$ cat src/rtl/eval_window_ctrl.sv
// One-signal check-window sequencer: arms on a rising edge of start, samples sig_a
// once or for win_len cycles, and reports pass/fail counts and a summarised result.
module eval_window_ctrl #(
  parameter int CNT_W = 8
) (
  input  logic             clk,
  input  logic             rst_n,
  input  logic             start,
  input  logic             mode,
  input  logic [CNT_W-1:0] win_len,
  input  logic             abort,
  input  logic             sig_a,
  output logic             busy,
  output logic             done,
  output logic             result,
  output logic             vacuous,
  output logic [CNT_W-1:0] pass_cnt,
  output logic [CNT_W-1:0] fail_cnt,
  output logic [CNT_W-1:0] first_fail_idx
);

  typedef enum logic [1:0] {IDLE, EVAL, DONE} state_t;

  localparam logic [CNT_W-1:0] ALL_ONES = '1;
  localparam logic [CNT_W-1:0] ONE      = CNT_W'(1);

  state_t           state, state_next;
  logic             start_q;
  logic             rise;
  logic             mode_q;
  logic [CNT_W-1:0] len_q;
  logic [CNT_W-1:0] idx;
  logic             last_sample;
  logic             empty_win;

  assign rise        = start & ~start_q;
  assign last_sample = !mode_q || (idx == (len_q - ONE));
  assign empty_win   = mode && (win_len == '0);

  // State register
  always_ff @(posedge clk) begin
    // NOTE: sequential state uses non-blocking assignments so every register sees pre-edge values.
    if (!rst_n) state <= IDLE;
    else        state <= state_next;
  end

  // Next-state logic; a rise in DONE re-arms exactly as in IDLE
  always_comb begin
    // NOTE: default assignment first keeps this block free of inferred latches.
    state_next = state;
    case (state)
      IDLE, DONE: begin
        if (rise) state_next = empty_win ? DONE : EVAL;
        else      state_next = IDLE;
      end
      EVAL: begin
        if (abort)            state_next = IDLE;
        else if (last_sample) state_next = DONE;
      end
      default: state_next = IDLE;
    endcase
  end

  // Output decode
  always_comb begin
    busy = 1'b0;
    done = 1'b0;
    case (state)
      EVAL:    busy = 1'b1;
      DONE:    done = 1'b1;
      default: ;
    endcase
  end

  // Window datapath: capture on arm, accumulate during EVAL, hold otherwise
  always_ff @(posedge clk) begin
    if (!rst_n) begin
      start_q        <= 1'b0;
      mode_q         <= 1'b0;
      len_q          <= '0;
      idx            <= '0;
      pass_cnt       <= '0;
      fail_cnt       <= '0;
      first_fail_idx <= ALL_ONES;
      result         <= 1'b0;
      vacuous        <= 1'b0;
    end else begin
      start_q <= start;
      case (state)
        IDLE, DONE: begin
          if (rise) begin
            mode_q         <= mode;
            len_q          <= win_len;
            idx            <= '0;
            pass_cnt       <= '0;
            fail_cnt       <= '0;
            first_fail_idx <= ALL_ONES;
            result         <= empty_win;
            vacuous        <= empty_win;
          end
        end
        EVAL: begin
          if (!abort) begin
            if (sig_a) begin
              pass_cnt <= pass_cnt + ONE;
            end else begin
              fail_cnt <= fail_cnt + ONE;
              if (first_fail_idx == ALL_ONES) first_fail_idx <= idx;
            end
            idx <= idx + ONE;
            // Result is settled on the final sample so it is valid in the DONE cycle
            if (last_sample) result <= (fail_cnt == '0) && sig_a;
          end
        end
        default: ;
      endcase
    end
  end

endmodule

$ cat config.mk
export PLATFORM = sky130hd
export DESIGN_NAME = eval_window_ctrl
export DESIGN_NICKNAME = d
export VERILOG_FILES = /design/src/rtl/eval_window_ctrl.sv
export SDC_FILE = /design/constraint.sdc
export NUM_CORES = 1
export LEC_CHECK = 0
export CAP_MARGIN = 20
export CELL_PAD_IN_SITES_DETAIL_PLACEMENT = 1
export CELL_PAD_IN_SITES_GLOBAL_PLACEMENT = 2
export CORE_ASPECT_RATIO = 0.5
export CORE_MARGIN = 5
export CORE_UTILIZATION = 28
export DETAILED_ROUTE_END_ITERATION = 10
export GPL_TIMING_DRIVEN = 0
export PLACE_DENSITY = 0.7
export SYNTH_ARGS = -nofsm -noshare
export SYNTH_HDL_FRONTEND = slang
export SYNTH_SLANG_ARGS = --single-unit
$ cat constraint.sdc
create_clock -name clk -period 2.4 [get_ports clk]
set_input_delay 0.48 -clock clk [delete_from_list [all_inputs] [get_ports clk]]
set_output_delay 0.48 -clock clk [all_outputs]
set_load 0.005 [all_outputs]
Word level (Yosys, flattened, before mapping)
Index checks and enable logic that the tools add are counted.

Logic and storage cells: 67. Register bits: 46. Output and inout bits: 28. Bits of input ports: 14.

Bitwise operators: 2. Reductions and logical operators: 15. Multiplexer cells: 25. $add $sub $neg: 4. Equal/unequal tests: 11.

Operator list (number): $mux W8 (10); $pmux W8 S2 (4); $add A8 B1 Y8 const B (3); $logic_not A8 Y1 (2); $ne A2 B2 Y1 const B (6); $reduce_and A4 Y1 (3); $eq A8 B8 Y1 (1); $eq A8 B8 Y1 const B (1); $mux W2 (4); $sub A8 B1 Y8 const B (1); $mux W1 (5); $reduce_and A5 Y1 (1); $pmux W2 S2 (1); $ne A3 B3 Y1 const B (1); $reduce_and A3 Y1 (1); $eq A2 B1 Y1 const B (1); $eq A2 B2 Y1 const B (1); $logic_and A1 B1 Y1 (2); $logic_not A2 Y1 (1); $pmux W1 S2 (1); $reduce_and A2 Y1 (1); $reduce_bool A2 Y1 (1); $reduce_or A2 Y1 (1); $and A1 B1 Y1 (1); other kinds (3) (3).

Depth between registers and ports, before layout
Word-level depth: 6. Gate-level depth with buffers: 9. Mapped depth without buffers: 8.

Worst setup path after synthesis
No wires, ideal clock.

Kind: flip-flop to flip-flop. Start: register len_q[0]. End: register result. Buffers on the path: 1. Cell stages (with the launch flop): 10. Clock period less this slack: 2018 ps. Path slack: 382 ps. Arrival time: 1946 ps. Data required time: 2328 ps. Library setup time: 72 ps. Path through: dfxtp_1 -> inv_1 -> ha_1 -> clkbuf_1 -> and2b_1 -> or3_1 -> a31oi_1 -> o211ai_2 -> a31oi_1 -> mux2i_1.

Word-level cells in the longest chain between the ends: 5.

RTL lines: start, declared (line 31) `logic [CNT_W-1:0] len_q;`; start signal, assigned (line 93) `len_q <= win_len;`; $sub A8 B1 Y8 (line 37) `assign last_sample = !mode_q || (idx == (len_q - ONE));`; $eq A8 B8 Y1 (line 37); $logic_or A1 B1 Y1 (line 37); $ne A2 B2 Y1 (no source line); $reduce_and A4 Y1 (no source line); end signal, assigned (line 98) `result <= empty_win;`; end signal, assigned (line 112) `if (last_sample) result <= (fail_cnt == '0) && sig_a;`; end, declared (line 15) `output logic result,`.

No other way between the ends. A chain may end at the register's enable or synchronous reset.

Final worst setup path
Start: input start. End: register idx[7].

Word-level cells in the longest chain between the ends: 3.

RTL lines: start, declared (line 8) `input logic start,`; $and A1 B1 Y1 (line 36) `assign rise = start & ~start_q;`; $ne A2 B2 Y1 (no source line); $reduce_and A3 Y1 (no source line); end signal, assigned (line 110) `idx <= idx + ONE;`; end, declared (line 32) `logic [CNT_W-1:0] idx;`.

No other way between the ends.

==> metrics.csv <==
metric;value;unit
status;completed;
clock transition at the registers of the reported paths;60;ps
Req. time, crit path;2600;ps
critical path's slowest cell;clkdlybuf4s50_1;
WL per Instance;14.9;um
setup violators final;0;
slew at the pin closest to its max-slew limit;634;ps
Top FF cell, synth;dfxtp_1;
CTS tree;yes;
number of antenna violations at the first check in global routing;0;
clk sink count;46;
Syn Nets;290;
Placed Cells;423;
CTS Buf Count;5;
IO Port Bufs;40;
Placer Congestion;0.801;
P_int;0.00127;W
largest net degree at the start of global routing;13;
crit-path max FO;6;
H-tree depth;2;
layout cells sized above 1;6.62;%
Post-Route WL;6400;um
Max Root-Sink Buffers;2;
combinational cell fraction of total power;12.0;%
post-synthesis cell type count;42;
Setup TNS Final;0;ps
Max Used Layer;met4;
min cycle time layout;2300;ps
Tcrit/Tclk final;95.9;%
clk_skew;4.11;ps
antenna diode count;0;
synth top area cells;dfxtp_1 41%, xor2_1 6.6%, nand2_1 5.8%, nor2b_1 4.4%, nor2_1 4.3%;
final hold vios;0;
crit path kind;in -> reg;
register bit total from synthesis;46;
vias in the first global route;2245;
Final nets;337;
Fill cells;961;
sw frac;23.9;%
CP cell instances;clkdlybuf4s50_1 -> or3b_2 -> clkbuf_1 -> o21ai_4 -> nand4_1 -> or3_1 -> a21oi_1;
area grow syn2layout;31.5;%
worst hold path class;reg -> reg;
DIE WIDTH;137;um
DR vias;2057;
final non-filler cell area;2980;um^2
CP arrival;2500;ps
hpwl dp;5020;um
CP max stage delay;480;ps
Leak Pwr;1.04;nW
Final ANT Viol Nets;0;
met1 WL;3170;um
Pre-antenna DRT Iters;4;
Met2 Wirelength;3030;um
Post-synth EDFFs;0;
Slew HR;57.3;%
Setup crit end kind;register;
synthesized area per cell;8.38;um^2
cell area after synthesis;2270;um^2
num rows;23;
via-per-instance ratio;4.79;
Max Fclk;435;MHz
switching power;0.000400;W
Worst-Skew Late Latency;280;ps
fin. max-slew vios;0;
fraction of registers with async set/reset;0;%
post-synth top area share;40.6;%
PD cells;561;nW/um^2
maxcap violations;0;
Final Non-Filler Cells;429;
GRT Util Overall;13.7;%
sequential area share after synthesis;40.6;%
DRT iter0 DRCs;65;
post-synthesis instance total;271;
placed cell area;2810;um^2
first-pass GRT wire length;10900;um
# hold bufs at CTS;0;
Root Buffer;clkbuf_16;
I/O Pins;42;
Starting Density;28.6;%
RSZ-0062 raised after global routing;true;
die area;10100;um^2
VDD IR max;0.246;mV
Final Power;0.00167;W
Syn. warnings;0;
Flop pwr share;47.9;%
Core Util, Final;37.6;%
DRC;0;
Die H;73.7;um
met3 WL;138;um
core area;7940;um^2
total gr overflow;0;
Startpoint Class;input pin;
largest area contributor in the netlist;dfxtp_1;
Clock power frac;40.1;%
[routing by layer]
| layer | up-vias | GRT usage (%) |
|---|---|---|
| met5 | - | 0 |
| met4 | 0 | 2.99 |
| met3 | 5 | 3.21 |
| met2 | 18 | 23.7 |
| met1 | 1006 | 17.6 |
| li1 | 1028 | - |
[Yosys cell counts, types with 5 or more instances]
master,instances
dfxtp_1,46
nand2_1,35
nor2_1,26
xor2_1,17
nor2b_1,16
o21ai_0,14
a21boi_0,12
clkbuf_1,12
nor3_1,11
nand4_1,10
xnor2_1,8
inv_1,7
nand3_1,6
a21oi_1,5
ha_1,5
or3_1,5
[worst paths after layout]
kind,from,slack [ps],cells after the start,endpoint
setup / recovery,start,100,7,idx[7]
hold / removal,result,470,2,result
setup reg to reg,len_q[2],160,6,result
hold reg to reg,result,470,2,result
[stage by stage]
stage          hold WS [ps]  setup WS, ps
2_1_floorplan           451           382
3_3_place_gp            462          -332
3_5_place_dp            465          -355
4_1_cts                 473         -12.5
5_1_grt                 503         -23.0
6_report                473          99.0
[worst max-delay path: cells and delay by family]
family / cells / cell delay (ps)
AND/OR/NAND/NOR: 3 / 1030
buffers and inverters: 2 / 690
AO/OA/AOI/OAI: 2 / 300
[logic make-up (layout without fill, tap and decap cells)]
group | after synthesis | in the layout | share of synthesized area [%]
adder cells (fa/ha/maj) | 5 | 5 | 2.76
AND/OR/NAND/NOR | 129 | 129 | 28.9
buffers and inverters | 19 | 65 | 3.14
flip-flops | 46 | 46 | 40.6
XOR/XNOR | 25 | 25 | 9.65
multiplexers | 2 | 2 | 0.882
AO/OA/AOI/OAI | 45 | 45 | 14.1
[registers in the layout (all words and copies together), names as in the netlist]
signal	cells
fail_cnt	8
first_fail_idx	8
idx	8
len_q	8
mode_q	1
pass_cnt	8
result	1
start_q	1
state	2
vacuous	1
[cells in the final DEF (no fill, tap or decap), drive strengths merged, types with 3 or more instances in the layout]
cell / Yosys / routed
nand2: 35 / 35
xnor2: 8 / 8
or3: 6 / 6
ha: 5 / 5
dfxtp: 46 / 46
inv: 7 / 7
nor2: 26 / 26
xor2: 17 / 17
clkdlybuf4s50: 0 / 40
clkbuf: 12 / 15
nand4: 10 / 10
nor3: 11 / 11
nor2b: 16 / 16
a31oi: 3 / 3
nor4: 4 / 4
nand3: 6 / 6
o21ai: 16 / 16
a21boi: 12 / 12
a21oi: 5 / 5
buf: 0 / 3
and3: 3 / 3
[power groups by stage]
| stage | Clock [W] | Sequential (W) | Combinational [W] |
|---|---|---|---|
| detailed placement | 0 | 0.000819 | 0.000200 |
| finish | 0.000671 | 0.000802 | 0.000201 |
| floorplan | 0 | 0.000813 | 0.000123 |
| global placement | 0 | 0.000818 | 0.000195 |
| CTS | 0.000702 | 0.000802 | 0.000203 |
| global route | 0.000738 | 0.000805 | 0.000224 |
[layout make-up]
type	count	area, um^2	share of cell area [%]
Buffer	10	40.0	1.34
Clock buffer	6	139	4.65
Inverter	7	26.3	0.881
Multi-Input combinational cell	206	1300	43.6
Sequential cell	46	922	30.9
Tap cell	112	140	4.70
Timing Repair Buffer	42	415	13.9
[repair_timing]
action	CTS	global route
pin swaps	0	1
setup endpoints to repair	19	16
setup buffers	0	2
cloned	0	0
resized for setup	3	7
(Power assumes the default switching activity.)
